===== src/rtl/core_pkg.sv =====
// core_pkg: shared types and constants for the RV32I fetch path.
//   if_sel_e  - next-PC source select driven from EX
//   NOP_INSTR - canonical NOP (addi x0, x0, 0)
//   XLEN      - architectural register width
package core_pkg;

  localparam int XLEN = 32;

  localparam logic [XLEN-1:0] NOP_INSTR = 32'h0000_0013;

  typedef enum logic [1:0] {
    IF_SEL_SEQ    = 2'd0,
    IF_SEL_BRANCH = 2'd1,
    IF_SEL_JALR   = 2'd2
  } if_sel_e;

endpackage


===== src/rtl/fetch_stage_if_id_hold.sv =====
// if_id_hold: hold buffer and instruction select for the IF/ID register.
// The instruction memory has one cycle of read latency, so during a stall the
// word on imem_rdata moves on to the next address. The first stall cycle
// captures it here and later stall cycles present the captured copy.
// Ports:
//   clk, rst_n    - clock, synchronous active-low reset
//   flush         - IF/ID invalidate (wins over hold and load)
//   load          - IF/ID load enable; 0 = hold
//   if_id_valid   - IF/ID valid bit from the stage register
//   imem_rdata    - instruction memory read data
//   if_id_instr   - instruction presented to decode (NOP when invalid)
module if_id_hold
  import core_pkg::*;
(
  input  logic            clk,
  input  logic            rst_n,
  input  logic            flush,
  input  logic            load,
  input  logic            if_id_valid,
  input  logic [XLEN-1:0] imem_rdata,
  output logic [XLEN-1:0] if_id_instr
);

  logic            hold_valid;
  logic [XLEN-1:0] hold_instr;

  always_ff @(posedge clk) begin
    if (!rst_n) begin
      hold_valid <= 1'b0;
      hold_instr <= NOP_INSTR;
    end else if (flush || load) begin
      hold_valid <= 1'b0;
    end else if (!hold_valid) begin
      // Only the first stall cycle sees the word belonging to IF/ID.
      hold_instr <= imem_rdata;
      hold_valid <= 1'b1;
    end
  end

  always_comb begin
    if_id_instr = NOP_INSTR;
    if (if_id_valid) begin
      if_id_instr = hold_valid ? hold_instr : imem_rdata;
    end
  end

endmodule


===== src/rtl/fetch_stage.sv =====
// fetch_stage: instruction fetch and IF/ID pipeline register for the
// five-stage RV32I core.
// Parameters:
//   RESET_PC - PC value after reset
//   CNT_W    - width of the saturating performance counters
// Ports:
//   clk, rst_n        - clock, synchronous active-low reset
//   pc_en             - allow sequential PC advance
//   if_id_en          - IF/ID load enable (0 = hold)
//   if_id_flush       - invalidate IF/ID
//   if_mux_sel_ex     - next-PC source (0 seq, 1 branch, 2 jalr, 3 seq)
//   branch_target_ex  - branch/JAL target
//   jalr_target_ex    - JALR target
//   imem_addr         - instruction memory address (the PC register)
//   imem_rdata        - instruction memory data, one cycle after the address
//   if_id_pc          - PC of the instruction in IF/ID
//   if_id_pc_plus4    - if_id_pc + 4
//   if_id_instr       - instruction in IF/ID, NOP when invalid
//   if_id_valid       - IF/ID holds a real instruction
//   stall_cnt         - cycles with IF/ID holding a valid instruction
//   flush_cnt         - cycles with a flush request
module fetch_stage
  import core_pkg::*;
#(
  parameter logic [31:0] RESET_PC = 32'h0000_0000,
  parameter int          CNT_W    = 16
) (
  input  logic             clk,
  input  logic             rst_n,
  input  logic             pc_en,
  input  logic             if_id_en,
  input  logic             if_id_flush,
  input  logic [1:0]       if_mux_sel_ex,
  input  logic [31:0]      branch_target_ex,
  input  logic [31:0]      jalr_target_ex,
  output logic [31:0]      imem_addr,
  input  logic [31:0]      imem_rdata,
  output logic [31:0]      if_id_pc,
  output logic [31:0]      if_id_pc_plus4,
  output logic [31:0]      if_id_instr,
  output logic             if_id_valid,
  output logic [CNT_W-1:0] stall_cnt,
  output logic [CNT_W-1:0] flush_cnt
);

  localparam logic [CNT_W-1:0] CNT_MAX = '1;

  if_sel_e          pc_sel;
  logic [XLEN-1:0]  pc_q;
  logic [XLEN-1:0]  pc_next;

  assign pc_sel = if_sel_e'(if_mux_sel_ex);

  // Redirects ignore pc_en; encoding 3 falls through to sequential fetch.
  always_comb begin
    pc_next = pc_en ? pc_q + 32'd4 : pc_q;
    case (pc_sel)
      IF_SEL_BRANCH: pc_next = {branch_target_ex[31:2], 2'b00};
      IF_SEL_JALR:   pc_next = {jalr_target_ex[31:2], 2'b00};
      default:       ;
    endcase
  end

  always_ff @(posedge clk) begin
    if (!rst_n) begin
      pc_q <= RESET_PC;
    end else begin
      pc_q <= pc_next;
    end
  end

  assign imem_addr = pc_q;

  always_ff @(posedge clk) begin
    if (!rst_n) begin
      if_id_pc    <= '0;
      if_id_valid <= 1'b0;
    end else if (if_id_flush) begin
      if_id_valid <= 1'b0;
    end else if (if_id_en) begin
      if_id_pc    <= pc_q;
      if_id_valid <= 1'b1;
    end
  end

  assign if_id_pc_plus4 = if_id_pc + 32'd4;

  if_id_hold u_hold (
    .clk         (clk),
    .rst_n       (rst_n),
    .flush       (if_id_flush),
    .load        (if_id_en),
    .if_id_valid (if_id_valid),
    .imem_rdata  (imem_rdata),
    .if_id_instr (if_id_instr)
  );

  always_ff @(posedge clk) begin
    if (!rst_n) begin
      stall_cnt <= '0;
      flush_cnt <= '0;
    end else begin
      if (!if_id_en && if_id_valid && stall_cnt != CNT_MAX) begin
        stall_cnt <= stall_cnt + 1'b1;
      end
      if (if_id_flush && flush_cnt != CNT_MAX) begin
        flush_cnt <= flush_cnt + 1'b1;
      end
    end
  end

endmodule


===== config.mk =====
export PLATFORM = sky130hd
export DESIGN_NAME = fetch_stage
export DESIGN_NICKNAME = d
export VERILOG_FILES = /design/src/rtl/core_pkg.sv /design/src/rtl/fetch_stage_if_id_hold.sv /design/src/rtl/fetch_stage.sv
export SDC_FILE = /design/constraint.sdc
export NUM_CORES = 1
export LEC_CHECK = 0
export ABC_AREA = 1
export BUFFER_PORTS_ARGS = -buffer_cell sky130_fd_sc_hd__buf_2
export CORE_ASPECT_RATIO = 1.75
export CORE_MARGIN = 2
export CORE_UTILIZATION = 50
export DETAILED_ROUTE_END_ITERATION = 6
export PLACE_DENSITY = 0.81
export RECOVER_POWER = 50
export SYNTH_ARGS = -nofsm -noshare
export SYNTH_HDL_FRONTEND = slang
export SYNTH_SLANG_ARGS = --single-unit
export TNS_END_PERCENT = 50

===== constraint.sdc =====
create_clock -name clk -period 4.8 [get_ports clk]
set_input_delay 0.72 -clock clk [delete_from_list [all_inputs] [get_ports clk]]
set_output_delay 0.72 -clock clk [all_outputs]
set_load 0.01 [all_outputs]

==> results of run 1 <==
## metal layers
metal	vias to the layer above	wire length [um]	GRT usage (%)
met5	-	0	0
met4	0	1111	16.06
met3	72	1501	4.940
met2	350	11800	50.19
met1	3893	9170	31.28
li1	4192	-	-
## worst min path at each step
stage | cells after the start | slack, ns | to | from
final | 2 | 0.50 | u_hold.hold_instr[4] | u_hold.hold_instr[4]
after global routing | 2 | 0.52 | u_hold.hold_instr[2] | u_hold.hold_instr[2]
after CTS | 2 | 0.50 | u_hold.hold_instr[4] | u_hold.hold_instr[4]
after detailed placement | 2 | 0.46 | u_hold.hold_instr[1] | u_hold.hold_instr[1]
after global placement | 2 | 0.46 | u_hold.hold_instr[0] | u_hold.hold_instr[0]
after floorplan | 2 | 0.45 | u_hold.hold_instr[0] | u_hold.hold_instr[0]
## report_power, final
part           switching [mW]  internal [mW]  total (mW)
sequential             0.0819           1.11        1.19
clock                   0.488          0.741        1.23
combinational           0.258          0.163       0.421
total                   0.828           2.01        2.84
## sequential cells by signal, summed over array words and instances (netlist names)
| signal | cells |
|---|---|
| flush_cnt | 16 |
| if_id_pc | 30 |
| if_id_valid | 1 |
| imem_addr | 30 |
| stall_cnt | 16 |
| u_hold.hold_instr | 32 |
| u_hold.hold_valid | 1 |
## per-stage QoR
stage / instance area (um2) / hold WS (ns) / std cells
2_1_floorplan: 7684 / 0.4485 / 1148
3_3_place_gp: 8962 / 0.4595 / 1531
3_5_place_dp: 8962 / 0.4645 / 1531
4_1_cts: 9530 / 0.4976 / 1563
5_1_grt: 9415 / 0.5232 / 1565
6_report: 9418 / 0.5003 / 1566
## placed cells by master (no fill, tap or decap), types with 2 or more instances in the layout
master / Yosys / routed
a22o_1: 24 / 24
clkinv_2: 0 / 2
clkbuf_16: 0 / 17
buf_4: 6 / 8
nor3_1: 27 / 27
a211oi_1: 2 / 2
inv_2: 2 / 2
nand2_2: 5 / 5
ha_1: 6 / 6
buf_2: 8 / 157
nor2_4: 1 / 2
o21ai_1: 6 / 6
dfxtp_1: 126 / 125
mux2i_1: 32 / 32
o211ai_1: 28 / 28
nand3b_1: 4 / 4
a21oi_1: 84 / 84
clkbuf_1: 43 / 97
clkinvlp_4: 0 / 6
inv_6: 0 / 2
xor2_1: 30 / 30
a21oi_2: 7 / 7
xnor2_1: 18 / 18
nor2_2: 12 / 13
nand4_1: 12 / 12
o21ai_0: 74 / 74
a31oi_1: 5 / 5
nand2_1: 272 / 272
nor2_1: 118 / 116
nand3_1: 48 / 48
clkbuf_8: 0 / 2
diode_2: 0 / 3
conb_1: 1 / 6
nor3_2: 5 / 5
inv_1: 122 / 122
## final cells by class
class | count | area share [%]
repair buffers | 261 | 12.81
well taps | 183 | 2.431
clock inverters | 12 | 1.182
diodes | 3 | 0.07971
multi-input cells | 836 | 46.87
flip-flops and latches | 126 | 26.80
clock buffers | 20 | 4.849
inverters | 125 | 4.982
## tightest hold or removal path: cells and delay by family (launching register included)
family / cells / cell delay (ns)
AOI/OAI and AO/OA: 2 / 0.13
DFF: 1 / 0.34
## cells by family after synthesis
group	after synthesis
buffers and inverters	186
AOI/OAI and AO/OA	235
xor gates and xnor gates	48
other	1
DFF	126
and+or+nand+nor	509
adders and majority gates	6
muxes	32
==> flow_summary.json, run 1 <==
{
  "cts_resized": 0,
  "clock-root-buffer": "clkbuf_16",
  "yosys-top-cells-count": "nand2_1, dfxtp_1, inv_1",
  "synth_cells": 1143,
  "htreeDepth": 4,
  "hold_viol": 0,
  "worst_slack_ns": 1.620,
  "synth.distinct_cells": 43,
  "final_max_slew_viol_count": 71,
  "synth_compound_area_share_pct": 18.23,
  "grt_pass1_wl_um": 38060,
  "yosys_most_used_dff": "dfxtp_1",
  "cts.clk_slew.worst_paths_ns": 0.06,
  "r2r-start": "if_id_valid",
  "cp-end-kind": "flip-flop",
  "cts_setup_buffers": 0,
  "synth.avg_cell_area_um2": 6.706,
  "total_power_mw": 2.840,
  "outcome": "finished with violations",
  "synth_top_family_by_area": "simple AND/OR/NAND/NOR gates",
  "die_x_um": 97.60,
  "numCtsBuffers": 17,
  "via_per_inst": 5.432,
  "synth-seq-area-share_pct": 32.91,
  "post-route-util_pct": 63.16,
  "tightest_slew_ns": 2.751,
  "yosys.area_share.adder_pct": 0.9794,
  "synth_edf_count": 0,
  "final-seq-area_um2": 2524,
  "power.density_nw_per_um2": 301.5,
  "place.gp.congestion": 0.9840,
  "cts_max_path_buffers": 2,
  "yosysTopAreaCell": "dfxtp_1",
  "synth_top_area_share_pct": 32.91,
  "fin_crit_ns": 3.180,
  "nFillCells": 1419,
  "grt_overflow_total": 0,
  "ir_drop_mv": 0.2717,
  "numPortBuffers": 253,
  "finalSetupViolations": 0,
  "violations": "capacitance limit, slew limit",
  "cp_slowest_cell": "clkbuf_1",
  "crit_path_start_kind": "primary input",
  "core_um2": 14910,
  "fin_skew_ns": 0.008892,
  "place_hpwl_um": 17340,
  "insertion_delay_ns": 0.42,
  "min_period_over_period_pct": 66.26,
  "min_path_type": "flip-flop to flip-flop",
  "worstSetupPathType": "primary input to flip-flop",
  "antenna_found_initial": 2,
  "synthSimpleGateAreaFrac_pct": 28.29,
  "postRouteAntennaNets": 0,
  "die-area_um2": 16380,
  "reg2reg_setup_slack_ns": 2.52,
  "nNetsFinal": 1476,
  "cpPeakStageDelay_ns": 1.91,
  "rr_worst_depth": 6,
  "synthMuxAreaShare_pct": 4.179,
  "cts_tree": "yes",
  "critical_path.max_fanout": 70,
  "multi_input_area_um2": 4414,
  "synthXorXnorAreaFrac_pct": 5.485,
  "path_delay_family": "buffers and inverters",
  "ys_ff_latch": 126,
  "yosysMostFrequentCell": "nand2_1",
  "fmax_mhz": 314.4,
  "routed_wl_um": 23580,
  "ys_warn_count": 0,
  "required_ns": 5.15,
  "drt_first_pass_iters": 5,
  "vias": 8507,
  "grt_setup_unrepaired": "no",
  "cts.sinks": 126,
  "drive_gt1_share_pct": 17.03,
  "r2r_end": "stall_cnt[14]",
  "grtUsageTotal_pct": 28.19,
  "relSlewSlack_pct": -83.42,
  "hold_buffers": 0,
  "detailedPlace.worstSlack_ns": 2.081,
  "crit_cells": 4,
  "grt_start_max_net_pins": 71,
  "leakage_nw": 4.069,
  "async_reset_ff_share_pct": 0,
  "endpoint": "u_hold.hold_instr[31]",
  "drt-initial-drc-count": 659,
  "cp_num_buf_inv": 2,
  "grt_pass1_vias": 8098,
  "drv_cap": 1,
  "ios": 264,
  "syn2layout_area_growth_pct": 22.87,
  "die_y_um": 167.8,
  "path_cells": "clkbuf_1 -> buf_4 -> o21ai_0 -> a21oi_1",
  "critPathArrivalTime_ns": 3.53,
  "syn_area_um2": 7665,
  "initial_utilization_pct": 51.40,
  "placementRows": 59,
  "crit_start": "rst_n",
  "synth.area.top_cells": "dfxtp_1, nand2_1, inv_1",
  "drc": 0,
  "wl_per_cell_um": 15.06,
  "tns_ns": 0
}
(Power assumes the default switching activity.)
==> run 2, diff against run 1 <==
clock period = 3.1 ns   (was 4.8 ns; I/O delays follow)
==> flow_summary.json, run 2 (synthesized netlist as in run 1, its figures left out) <==
{
  "drt-initial-drc-count": 480,
  "grtUsageTotal_pct": 28.10,
  "place_hpwl_um": 17610,
  "leakage_nw": 4.133,
  "syn2layout_area_growth_pct": 24.06,
  "placementRows": 59,
  "tns_ns": 0,
  "regMostFlops": "u_hold.hold_instr",
  "cts_max_path_buffers": 2,
  "final_common_cell": "nand2_1",
  "fin_skew_ns": 0.009421,
  "grt_start_max_net_pins": 95,
  "crit_path_start_kind": "flip-flop",
  "worstHoldStart": "imem_rdata[1]",
  "critPathArrivalTime_ns": 2.24,
  "holdWs_ns": 0.3481,
  "hold_viol": 0,
  "min_period_over_period_pct": 87.37,
  "hold_buffers": 0,
  "worst_slack_ns": 0.3914,
  "clock-root-buffer": "clkbuf_16",
  "outcome": "finished with violations",
  "cp-end-kind": "output pin",
  "initial_utilization_pct": 51.40,
  "die_x_um": 97.60,
  "drc": 0,
  "tightest_slew_ns": 1.740,
  "die-area_um2": 16380,
  "cts_resized": 0,
  "layout.cells.non_filler": 1570,
  "total_power_mw": 4.621,
  "ir_drop_mv": 0.3684,
  "insertion_delay_ns": 0.42,
  "finalSetupViolations": 0,
  "r2r-start": "stall_cnt[0]",
  "via_per_inst": 5.378,
  "cts.clk_slew.worst_paths_ns": 0.06,
  "critical_path.max_fanout": 5,
  "relSlewSlack_pct": -16.00,
  "wl_per_cell_um": 15.18,
  "path_cells": "ha_1 -> nand2_1 -> inv_2 -> nand2_1 -> nor2_2 -> nand2_1 -> inv_1 -> nand2_1 -> nor2_1 -> nand2_1 -> xnor2_1 -> buf_2",
  "detailedPlace.worstSlack_ns": 0.7729,
  "numPortBuffers": 253,
  "cts_tree": "yes",
  "cp_slowest_cell": "dfxtp_1",
  "power.density_nw_per_um2": 486.0,
  "grt_pass1_wl_um": 37790,
  "postRouteAntennaNets": 0,
  "nNetsFinal": 1480,
  "ios": 264,
  "cpPeakStageDelay_ns": 0.39,
  "mostFrequentLayoutCells": "nand2_1, buf_2, dfxtp_1",
  "die_y_um": 167.8,
  "drt_first_pass_iters": 5,
  "grt_pass1_vias": 7951,
  "violations": "capacitance limit, slew limit",
  "cpMostUsedCell": "nand2_1",
  "multi_input_area_um2": 4414,
  "required_ns": 2.63,
  "core_um2": 14910,
  "drive_gt1_share_pct": 17.41,
  "place.gp.congestion": 0.9322,
  "vias": 8443,
  "grt_overflow_total": 0,
  "worstSetupPathType": "flip-flop to output pin",
  "drv_cap": 1,
  "antenna_found_initial": 3,
  "numCtsBuffers": 17,
  "grt_setup_unrepaired": "no",
  "crit_start": "if_id_pc[2]",
  "routed_wl_um": 23840,
  "cts.sinks": 126,
  "final-seq-area_um2": 2524,
  "largest_register_ffs": 32,
  "fin_crit_ns": 2.709,
  "cts_setup_buffers": 0,
  "min_path_type": "primary input to flip-flop",
  "nFillCells": 1459,
  "htreeDepth": 4,
  "fmax_mhz": 369.2,
  "placedCellCount": 1535,
  "final_max_slew_viol_count": 95
}
## run 2: worst max-delay path, delay by kind of cell, from the launching register on
kind	cells	cell delay [ns]
buffers and inverters	3	0.31
DFF	1	0.39
and+or+nand+nor	7	0.80
adders and majority gates	1	0.19
xor gates and xnor gates	1	0.14
## run 2: area by class of cell
cell class,count,area share (%)
Multi-Input combinational cell,836,46.42
Tap cell,183,2.408
Timing Repair Buffer,265,12.96
Sequential cell,126,26.54
Inverter,125,4.934
Clock inverter,11,1.605
Antenna cell,3,0.07895
Clock buffer,21,5.053
## run 2: through the flow
| stage | utilization (%) | area, um2 |
|---|---|---|
| floorplan | - | 7684 |
| global placement | 60.30 | 8992 |
| detailed placement | 60.30 | 8992 |
| CTS | 64.55 | 9625 |
| global route | 63.77 | 9509 |
| finish | 63.77 | 9509 |
## run 2: report_power, final
| part | leakage [nW] | internal (mW) | switching (mW) | total, mW |
|---|---|---|---|---|
| Sequential | 1.03 | 1.72 | 0.122 | 1.84 |
| Combinational | 2.80 | 0.254 | 0.404 | 0.659 |
| Clock | 0.303 | 1.36 | 0.768 | 2.13 |
| Total | 4.13 | 3.33 | 1.29 | 4.62 |
## run 2: worst paths after layout
path	endpoint	slack, ns	depth (start not counted)
worst min register to register	u_hold.hold_instr[1]	0.49	2
worst min-delay path	u_hold.hold_instr[1]	0.35	3
worst max-delay path	if_id_pc_plus4[22]	0.39	12
worst max register to register	stall_cnt[9]	0.93	9
## run 2: per-layer routing
layer / share of wire [%] / track usage, % / vias up
met1: 39 / 31.07 / 3846
met3: 6.3 / 4.774 / 64
met5: 0 / 0 / -
met4: 4.3 / 15.76 / 0
li1: - / - / 4195
met2: 51 / 50.40 / 338
